**src/rtl/multdiv_issue.sv**
```systemverilog
// multdiv_issue: initiator-side controller for the shared multiply/divide unit.
// Accepts one request at a time, launches it with a one-cycle ctrl_MULT/ctrl_DIV
// pulse on stable operands, waits for data_resultRDY and returns the result on a
// valid/ready writeback port. busy stalls the pipeline while a request is in flight.
//
// Optional feature: define MULTDIV_TIMEOUT_EN to enable a watchdog that completes
// the request with an exception after TIMEOUT_CYCLES cycles without data_resultRDY.
// Without it, WAIT lasts indefinitely and wb_timeout is tied low.

module multdiv_issue #(
  parameter int unsigned TAG_W          = 5,
  parameter int unsigned TIMEOUT_CYCLES = 64
) (
  input  logic             clock,
  input  logic             ctrl_reset_n,
  // request port
  input  logic             req_valid,
  output logic             req_ready,
  input  logic             req_op,
  input  logic [31:0]      req_a,
  input  logic [31:0]      req_b,
  input  logic [TAG_W-1:0] req_tag,
  // multdiv unit
  output logic [31:0]      data_operandA,
  output logic [31:0]      data_operandB,
  output logic             ctrl_MULT,
  output logic             ctrl_DIV,
  input  logic [31:0]      data_result,
  input  logic             data_exception,
  input  logic             data_resultRDY,
  // writeback port
  output logic             wb_valid,
  input  logic             wb_ready,
  output logic [31:0]      wb_result,
  output logic             wb_exception,
  output logic [TAG_W-1:0] wb_tag,
  output logic             wb_timeout,
  output logic             busy
);

  typedef enum logic [2:0] {
    StIdle,
    StIssue,
    StGuard,
    StWait,
    StDone
  } state_e;

  state_e state_q, state_d;

  // Captured request
  logic             op_q;
  logic [31:0]      a_q;
  logic [31:0]      b_q;
  logic [TAG_W-1:0] tag_q;

  // Writeback registers
  logic [31:0]      wb_result_q;
  logic             wb_exception_q;
  logic [TAG_W-1:0] wb_tag_q;

  logic accept;
  logic timeout_hit;

  assign accept = (state_q == StIdle) && req_valid;

`ifdef MULTDIV_TIMEOUT_EN
  localparam int unsigned CntW = $clog2(TIMEOUT_CYCLES + 1) + 1;

  logic [CntW-1:0] cnt_q, cnt_d;
  logic            wb_timeout_q;

  // Counter is 0 in GUARD, so the last WAIT cycle it may still succeed in holds
  // TIMEOUT_CYCLES-1; a ready in that same cycle still wins in the FSM below.
  assign timeout_hit = (state_q == StWait) &&
                       (cnt_q >= CntW'(TIMEOUT_CYCLES - 1));

  // Watchdog count: clear while issuing, count while waiting for the unit
  always_comb begin
    cnt_d = cnt_q;
    if (state_q == StIssue) begin
      cnt_d = '0;
    end else if ((state_q == StGuard) || (state_q == StWait)) begin
      cnt_d = cnt_q + CntW'(1);
    end
  end

  // Watchdog counter register
  always_ff @(posedge clock or negedge ctrl_reset_n) begin
    if (!ctrl_reset_n) begin
      cnt_q <= '0;
    end else begin
      cnt_q <= cnt_d;
    end
  end

  // Timeout flag is captured together with the rest of the writeback payload
  always_ff @(posedge clock or negedge ctrl_reset_n) begin
    if (!ctrl_reset_n) begin
      wb_timeout_q <= 1'b0;
    end else if (state_q == StWait) begin
      if (data_resultRDY) begin
        wb_timeout_q <= 1'b0;
      end else if (timeout_hit) begin
        wb_timeout_q <= 1'b1;
      end
    end
  end

  assign wb_timeout = wb_timeout_q;
`else
  assign timeout_hit = 1'b0;
  assign wb_timeout  = 1'b0;
`endif

  // FSM state register
  always_ff @(posedge clock or negedge ctrl_reset_n) begin
    if (!ctrl_reset_n) begin
      state_q <= StIdle;
    end else begin
      state_q <= state_d;
    end
  end

  // FSM next state; GUARD skips the unit's possibly stale ready from the last op
  always_comb begin
    state_d = state_q;
    unique case (state_q)
      StIdle:  if (req_valid) state_d = StIssue;
      StIssue: state_d = StGuard;
      StGuard: state_d = StWait;
      StWait:  if (data_resultRDY || timeout_hit) state_d = StDone;
      StDone:  if (wb_ready) state_d = StIdle;
      default: state_d = StIdle;
    endcase
  end

  // Request capture; operands stay frozen until the next acceptance
  always_ff @(posedge clock or negedge ctrl_reset_n) begin
    if (!ctrl_reset_n) begin
      op_q  <= 1'b0;
      a_q   <= '0;
      b_q   <= '0;
      tag_q <= '0;
    end else if (accept) begin
      op_q  <= req_op;
      a_q   <= req_a;
      b_q   <= req_b;
      tag_q <= req_tag;
    end
  end

  // Writeback payload: loaded on completion or timeout, held through DONE
  always_ff @(posedge clock or negedge ctrl_reset_n) begin
    if (!ctrl_reset_n) begin
      wb_result_q    <= '0;
      wb_exception_q <= 1'b0;
      wb_tag_q       <= '0;
    end else if (state_q == StWait) begin
      if (data_resultRDY) begin
        wb_result_q    <= data_result;
        wb_exception_q <= data_exception;
        wb_tag_q       <= tag_q;
      end else if (timeout_hit) begin
        wb_result_q    <= '0;
        wb_exception_q <= 1'b1;
        wb_tag_q       <= tag_q;
      end
    end
  end

  // Outputs decoded from state and captured registers
  always_comb begin
    req_ready     = (state_q == StIdle);
    busy          = (state_q != StIdle);
    ctrl_MULT     = (state_q == StIssue) && !op_q;
    ctrl_DIV      = (state_q == StIssue) && op_q;
    wb_valid      = (state_q == StDone);
    data_operandA = a_q;
    data_operandB = b_q;
    wb_result     = wb_result_q;
    wb_exception  = wb_exception_q;
    wb_tag        = wb_tag_q;
  end

  // Start pulses are mutually exclusive
  assert property (@(posedge clock) disable iff (!ctrl_reset_n) !(ctrl_MULT && ctrl_DIV));

  // A zero watchdog limit would leave no cycle in which a result can be accepted
  assert property (@(posedge clock) TIMEOUT_CYCLES > 0);

endmodule

```
**config.mk**
```make
export PLATFORM = sky130hd
export DESIGN_NAME = multdiv_issue
export DESIGN_NICKNAME = d
export VERILOG_FILES = /design/src/rtl/multdiv_issue.sv
export SDC_FILE = /design/constraint.sdc
export NUM_CORES = 1
export LEC_CHECK = 0
export CELL_PAD_IN_SITES_DETAIL_PLACEMENT = 0
export CELL_PAD_IN_SITES_GLOBAL_PLACEMENT = 1
export CORE_MARGIN = 1.5
export CORE_UTILIZATION = 53
export DETAILED_ROUTE_END_ITERATION = 12
export DONT_BUFFER_PORTS = 1
export PLACE_DENSITY_LB_ADDON = 0.05
export SLEW_MARGIN = 10
export SYNTH_ARGS = -nofsm -noshare
export SYNTH_HDL_FRONTEND = slang
export SYNTH_SLANG_ARGS = --single-unit
```
**constraint.sdc**
```tcl
create_clock -name clock -period 3.2 [get_ports clock]
set_input_delay 0.64 -clock clock [delete_from_list [all_inputs] [get_ports clock]]
set_output_delay 0.64 -clock clock [all_outputs]
set_load 0.01 [all_outputs]
```
==> results of run 1 <==
-- layer usage --
metal  GRT usage  vias up  part of all wire
met5           0        -                 0
met4      0.0920        0             0.026
met3      0.0644       14              0.10
met2       0.290      133              0.51
met1       0.199     1050              0.36
li1            -      865                 -
-- registers in the layout (all words and copies together), names as in the netlist --
name           count
data_operandA     32
wb_result         32
op_q               1
tag_q              5
data_operandB     32
state_q            3
wb_exception       1
wb_tag             5
-- report_power, final --
part | leakage, nW | switching (mW) | internal, mW
clock | 0.0931 | 0.454 | 0.317
combinational | 0.648 | 0.405 | 0.941
sequential | 1.32 | 0.876 | 2.12
total | 2.06 | 1.73 | 3.38
-- logic make-up (layout without fill, tap and decap cells) --
kind of cell / Yosys count / count (layout) / share of synthesized area
AOI/OAI and AO/OA: 5 / 5 / 0.00848
DFF: 111 / 111 / 0.627
muxes: 108 / 108 / 0.317
buffers and inverters: 16 / 21 / 0.0305
other: 1 / 1 / 0.000847
and+or+nand+nor: 7 / 7 / 0.0161
-- through the flow --
stage	std cells	worst slack, ns	utilization	total power, mW	hold slack, ns
finish	358	1.01	0.570	5.12	-0.0326
global route	358	0.926	0.570	5.40	-0.0700
CTS	358	0.959	0.570	5.18	-0.0550
detailed placement	342	1.17	0.548	4.39	0.347
global placement	342	1.23	0.548	4.30	0.347
floorplan	248	1.46	-	4.12	0.344
-- worst min path at each step --
stage	start	end	slack (ns)	depth (start not counted)
2_1_floorplan	ctrl_reset_n	data_operandA[0]$_DFFE_PN0P_	0.34	0
3_3_place_gp	ctrl_reset_n	data_operandB[19]$_DFFE_PN0P_	0.35	0
3_5_place_dp	ctrl_reset_n	data_operandB[19]$_DFFE_PN0P_	0.35	0
4_1_cts	ctrl_reset_n	wb_result[4]$_DFFE_PN0P_	-0.05	0
5_1_grt	ctrl_reset_n	wb_result[14]$_DFFE_PN0P_	-0.07	0
6_report	ctrl_reset_n	data_operandB[19]$_DFFE_PN0P_	-0.03	0
-- placed cells by master, fill, tap and decap left out --
master	netlist	routed
nor4b_4	1	1
a21oi_1	1	1
clkbuf_1	0	2
a31oi_1	1	1
inv_1	2	2
dfrtp_1	111	111
nor3_1	1	1
nor4b_1	1	1
nand2b_1	1	1
inv_8	0	1
a21bo_2	1	1
conb_1	1	1
nand4b_1	1	1
mux2_4	50	50
mux2_2	58	58
o21bai_1	1	1
or3_1	1	1
and4bb_2	1	1
o41ai_1	1	1
buf_4	3	3
clkbuf_8	0	10
clkinv_4	0	2
inv_6	0	1
-- layout make-up --
class                   instances  area, sq um
repair buffers                  3         22.5
clock inverters                 4         37.5
multi-input cells             121         1520
fillers                       644         3500
inverters                       2         7.51
well taps                     105          131
clock buffers                  12          145
flip-flops and latches        111         2780
==> summary.md, run 1 <==
| Metric | Value |
|---|---|
| Routed vias | `about 2100` |
| Share of layout cells above drive strength 1 | `0.506` |
| Post-CTS Resized | `0` |
| GRT Total Usage | `0.175` |
| Reg2reg start | `state_q[1]$_DFFE_PN0P_` |
| Final Cycle Share | `0.684` |
| FMAX | `between 400 and 500 MHz` |
| Remaining Overflow, GRT | `0` |
| Core Area | `a little over 8000 sq um` |
| DIE AREA | `8910 sq um` |
| Setup-failing EPs final | `0` |
| Final wirelength | `around 8 mm` |
| # diodes | `0` |
| Dpl hpwl | `roughly 5.7 mm` |
| Chip width | `94.4 microns` |
| Async S/R FF share, synth | `1.00` |
| Max Cap Viol | `0` |
| Routed WL per cell | `about 23 microns` |
| RSZ-0062 raised after global routing | `false` |
| First-pass GRT wire length | `between 10 and 15 mm` |
| Distinct cells, synth | `20` |
| Mean post-synth cell area | `between 15 and 20 sq um` |
| # DRC | `0` |
| Critical path, cell by cell | `nor4b_1` |
| Post-layout minimum cycle time | `2.19 ns` |
| Vias per cell | `5.76` |
| Seq/Total Area, Yosys | `0.627` |
| Instance count of the mapped netlist | `~250` |
| Post-synth EDFFs | `0` |
| Placed cell areas | `4460 sq um` |
| FF+latch count, synth | `~110` |
| WP buf/inv | `0` |
| Worst Reg-to-Reg Cells | `3` |
| Required time of the critical path | `approximately 2.6 ns` |
| Final hold slack | `-0.0326 ns` |
| Worst path max stage delay | `0.64 ns` |
| TritonCTS clock tree | `built` |
| PwrDens | `1100 nW/um^2` |
| R2R Setup Slk | `1.22 ns` |
| Final instance area | `4640 sq um` |
| Mapped cell area | `4430 sq um` |
| Initial antenna violation count | `0` |
| HP Class | `in2async` |
| Crit path depth | `1` |
| Most common cell in the netlist | `dfrtp_1` |
| Top cells by area, synth | `dfrtp_1 (63%), mux2_4 (17%), mux2_2 (15%)` |
| Worst r2r dst | `data_operandB[11]$_DFFE_PN0P_` |
| Ys flop type | `dfrtp_1` |
| Cell taking the most area after synthesis | `dfrtp_1` |
| Synth top cells by count | `dfrtp_1 (111), mux2_2 (58), mux2_4 (50)` |
| Final TNS setup | `0 ns` |
| Worst-path clk slew | `0.10 ns` |
| Leakage | `between 2 and 2.5 nW` |
| Post-route ant nets | `0` |
| Failing checks | `negative hold slack` |
| Largest net degree at the start of global routing | `112` |
| Max Slew Vio Count | `0` |
| Root Driver | `clkbuf_8` |
| CP Max Fanout | `11` |
| Post-synth top area share | `0.627` |
| Final Wtd Congestion | `0.726` |
| Initial Util | `0.545` |
| FP Rows | `33` |
| IO Count | `~220` |
| Setup crit start kind | `register` |
| PortBufs | `0` |
| Outcome | `complete, but fails checks` |
| Height of the die | `94.4 microns` |
| Vias in the first global route | `2138` |
| Critical path class | `reg2out` |
| H-tree levels | `3` |
| Net Count, Synth | `356` |
| Clk Latency, worst-skew pair | `0.35 ns` |
| First drt pass iteration count | `3` |
| Max Root-Sink Buffers | `2` |
| Slowest cell on crit path | `nor4b_1` |
| Actual slew at the worst max-slew pin | `0.718 ns` |
| Synth Warn # | `0` |
| DR iter-0 viols | `34` |
| Worst Setup End Kind | `output port` |
| Post-CTS Setup Bufs | `0` |
| Crit path to | `ctrl_MULT` |
| Setup crit start | `state_q[0]$_DFFE_PN0P_` |
| Nets | `around 360` |
| Rel. slew slack | `0.515` |
| Maximum vdd ir drop | `466 uV` |
| Final hold violations | `between 100 and 150` |
| Worst path top cell family by delay | `simple AND/OR/NAND/NOR gates` |
| Area Growth Syn to Fin | `4.72%` |
| Clock skew | `approximately 0.012 ns` |
| TritonCTS Buffers | `9` |
| WP data arrival | `1.55 ns` |
| Sink Count | `111` |
Power figures use the tool's default switching activity.
==> run 2, diff against run 1 <==
Settings changed: CORE_UTILIZATION 53 to 44.
Clock period 3.2 ns to 1.8 ns, I/O delays scaled along.
==> summary.md, run 2 (same netlist as run 1, synthesis figures left out) <==
| Metric | Value |
|---|---|
| CP Max Fanout | `9` |
| Internal Power | `6.31 mW` |
| H-tree levels | `3` |
| NetSw | `3.14 mW` |
| Worst path top cell family by delay | `simple AND/OR/NAND/NOR gates` |
| TritonCTS clock tree | `built` |
| Crit path to | `req_ready` |
| # DRC | `0` |
| Clk pwr share | `0.155` |
| GRT Total Usage | `0.154` |
| Largest net degree at the start of global routing | `112` |
| Commonest non-fill, non-tap cells in the layout | `dfrtp_1 (111), mux2_2 (58), mux2_4 (50), clkbuf_8 (9), buf_4 (5)` |
| RSZ-0062 raised after global routing | `true` |
| Routed vias | `2056` |
| Failing checks | `negative hold slack` |
| Setup crit start | `state_q[0]$_DFFE_PN0P_` |
| Crit path depth | `3` |
| Max Cap Viol | `0` |
| Setup crit start kind | `register` |
| Initial antenna violation count | `0` |
| Core Area | `9770 sq um` |
| Root Driver | `clkbuf_8` |
| FMAX | `around 570 MHz` |
| PwrDens | `1950 nW/um^2` |
| IO Count | `216` |
| HP Class | `in2async` |
| Final hold violations | `about 110` |
| First drt pass iteration count | `4` |
| WP data arrival | `1.39 ns` |
| Max Root-Sink Buffers | `2` |
| Final Cycle Share | `0.975` |
| Post-layout minimum cycle time | `1.75 ns` |
| Worst path max stage delay | `0.42 ns` |
| Placed cell areas | `4590 sq um` |
| Worst-path clk slew | `0.10 ns` |
| PortBufs | `0` |
| Final hold slack | `-0.317 ns` |
| Combinational share of power | `0.285` |
| Remaining Overflow, GRT | `0` |
| Critical path class | `reg2out` |
| Share of power burned in registers | `0.560` |
| R2R Setup Slk | `roughly 0.080 ns` |
| Post-Place Worst Slack | `0.166 ns` |
| Slowest cell on crit path | `or3_4` |
| Share of layout cells above drive strength 1 | `0.542` |
| Chip width | `103 microns` |
| Fill count | `841` |
| Commonest non-fill, non-tap cell in the layout | `dfrtp_1` |
| Required time of the critical path | `between 1 and 1.5 ns` |
| DR iter-0 viols | `43` |
| Final instance area | `between 4000 and 5000 sq um` |
| Worst r2r dst | `data_operandB[25]$_DFFE_PN0P_` |
| Maximum vdd ir drop | `751 uV` |
| Height of the die | `between 100 and 150 microns` |
| Worst Setup End Kind | `output port` |
| Post-route ant nets | `0` |
| Sw Share | `0.332` |
| Clock skew | `0.00953 ns` |
| Final worst slack | `0.0453 ns` |
| WP buf/inv | `2` |
| Dpl hpwl | `5.93 mm` |
| Final wirelength | `8.45 mm` |
| Vias in the first global route | `2227` |
| First-pass GRT wire length | `11.9 mm` |
| Setup-failing EPs final | `0` |
| Nets | `366` |
| Final Wtd Congestion | `0.698` |
| Routed WL per cell | `about 21 microns` |
| Reg2reg start | `state_q[0]$_DFFE_PN0P_` |
| # diodes | `0` |
| Initial Util | `0.453` |
| FP Rows | `36` |
| Critical path, cell by cell | `buf_6, or3_4, inv_4` |
| Sink Count | `111` |
| Vias per cell | `5.21` |
| Clk Latency, worst-skew pair | `about 0.36 ns` |
| DIE AREA | `10700 sq um` |
| TritonCTS Buffers | `9` |
| Leakage | `2.14 nW` |
| Outcome | `complete, but fails checks` |
| Max Slew Vio Count | `0` |
| Worst Reg-to-Reg Cells | `5` |
| Area Growth Syn to Fin | `9.52%` |
==> run 2: cell types whose count changed in the layout (fill, tap and decap cells not counted), sizes merged <==
cell and change:
clkbuf -2, buf +9, bufinv +1, clkinvlp +1
==> run 2: routing by layer <==
metal / share of wire / GRT usage
met5: 0 / 0
met4: 0.015 / 0.0686
met3: 0.096 / 0.0679
met2: 0.51 / 0.255
met1: 0.38 / 0.173
==> run 2: cell type report <==
type,instances,area (sq um),area share
multi-input cells,121,1530,0.315
flip-flops and latches,111,2780,0.573
clock inverters,6,68.8,0.0142
inverters,2,10.0,0.00206
clock buffers,9,124,0.0255
repair buffers,13,176,0.0364
well taps,133,166,0.0343
==> run 2: per-stage QoR <==
stage	total power [mW]	cells	TNS, ns	util
finish	9.45	395	0	0.496
global route	10.0	395	-0.0196	0.496
CTS	9.51	393	-0.00616	0.492
detailed placement	7.95	376	0	0.469
global placement	7.80	376	0	0.469
floorplan	7.32	248	0	-
==> run 2: worst min-delay path by stage <==
stage,startpoint,slack [ns],depth (start not counted),endpoint
floorplan,ctrl_reset_n,0.06,0,data_operandA[0]$_DFFE_PN0P_
global placement,ctrl_reset_n,0.07,0,data_operandB[18]$_DFFE_PN0P_
detailed placement,ctrl_reset_n,0.07,0,data_operandB[21]$_DFFE_PN0P_
CTS,ctrl_reset_n,-0.34,0,tag_q[4]$_DFFE_PN0P_
global route,ctrl_reset_n,-0.36,0,data_operandB[21]$_DFFE_PN0P_
finish,ctrl_reset_n,-0.32,0,data_operandA[19]$_DFFE_PN0P_
==> run 2: timing repair <==
item,4_1_cts,5_1_grt
endpoints found under the setup margin,3,3
hold endpoints to repair,111,111
gates cloned,0,1
resized for setup,3,4
pin swaps,0,2
buffers inserted,2,1
==> run 2: power groups by stage <==
stage	Combinational [mW]	Clock, mW	Sequential, mW
after floorplan	2.32	0	5.00
after global placement	2.47	0	5.33
after detailed placement	2.61	0	5.34
after CTS	2.67	1.53	5.31
after global routing	2.90	1.63	5.47
final	2.70	1.46	5.29
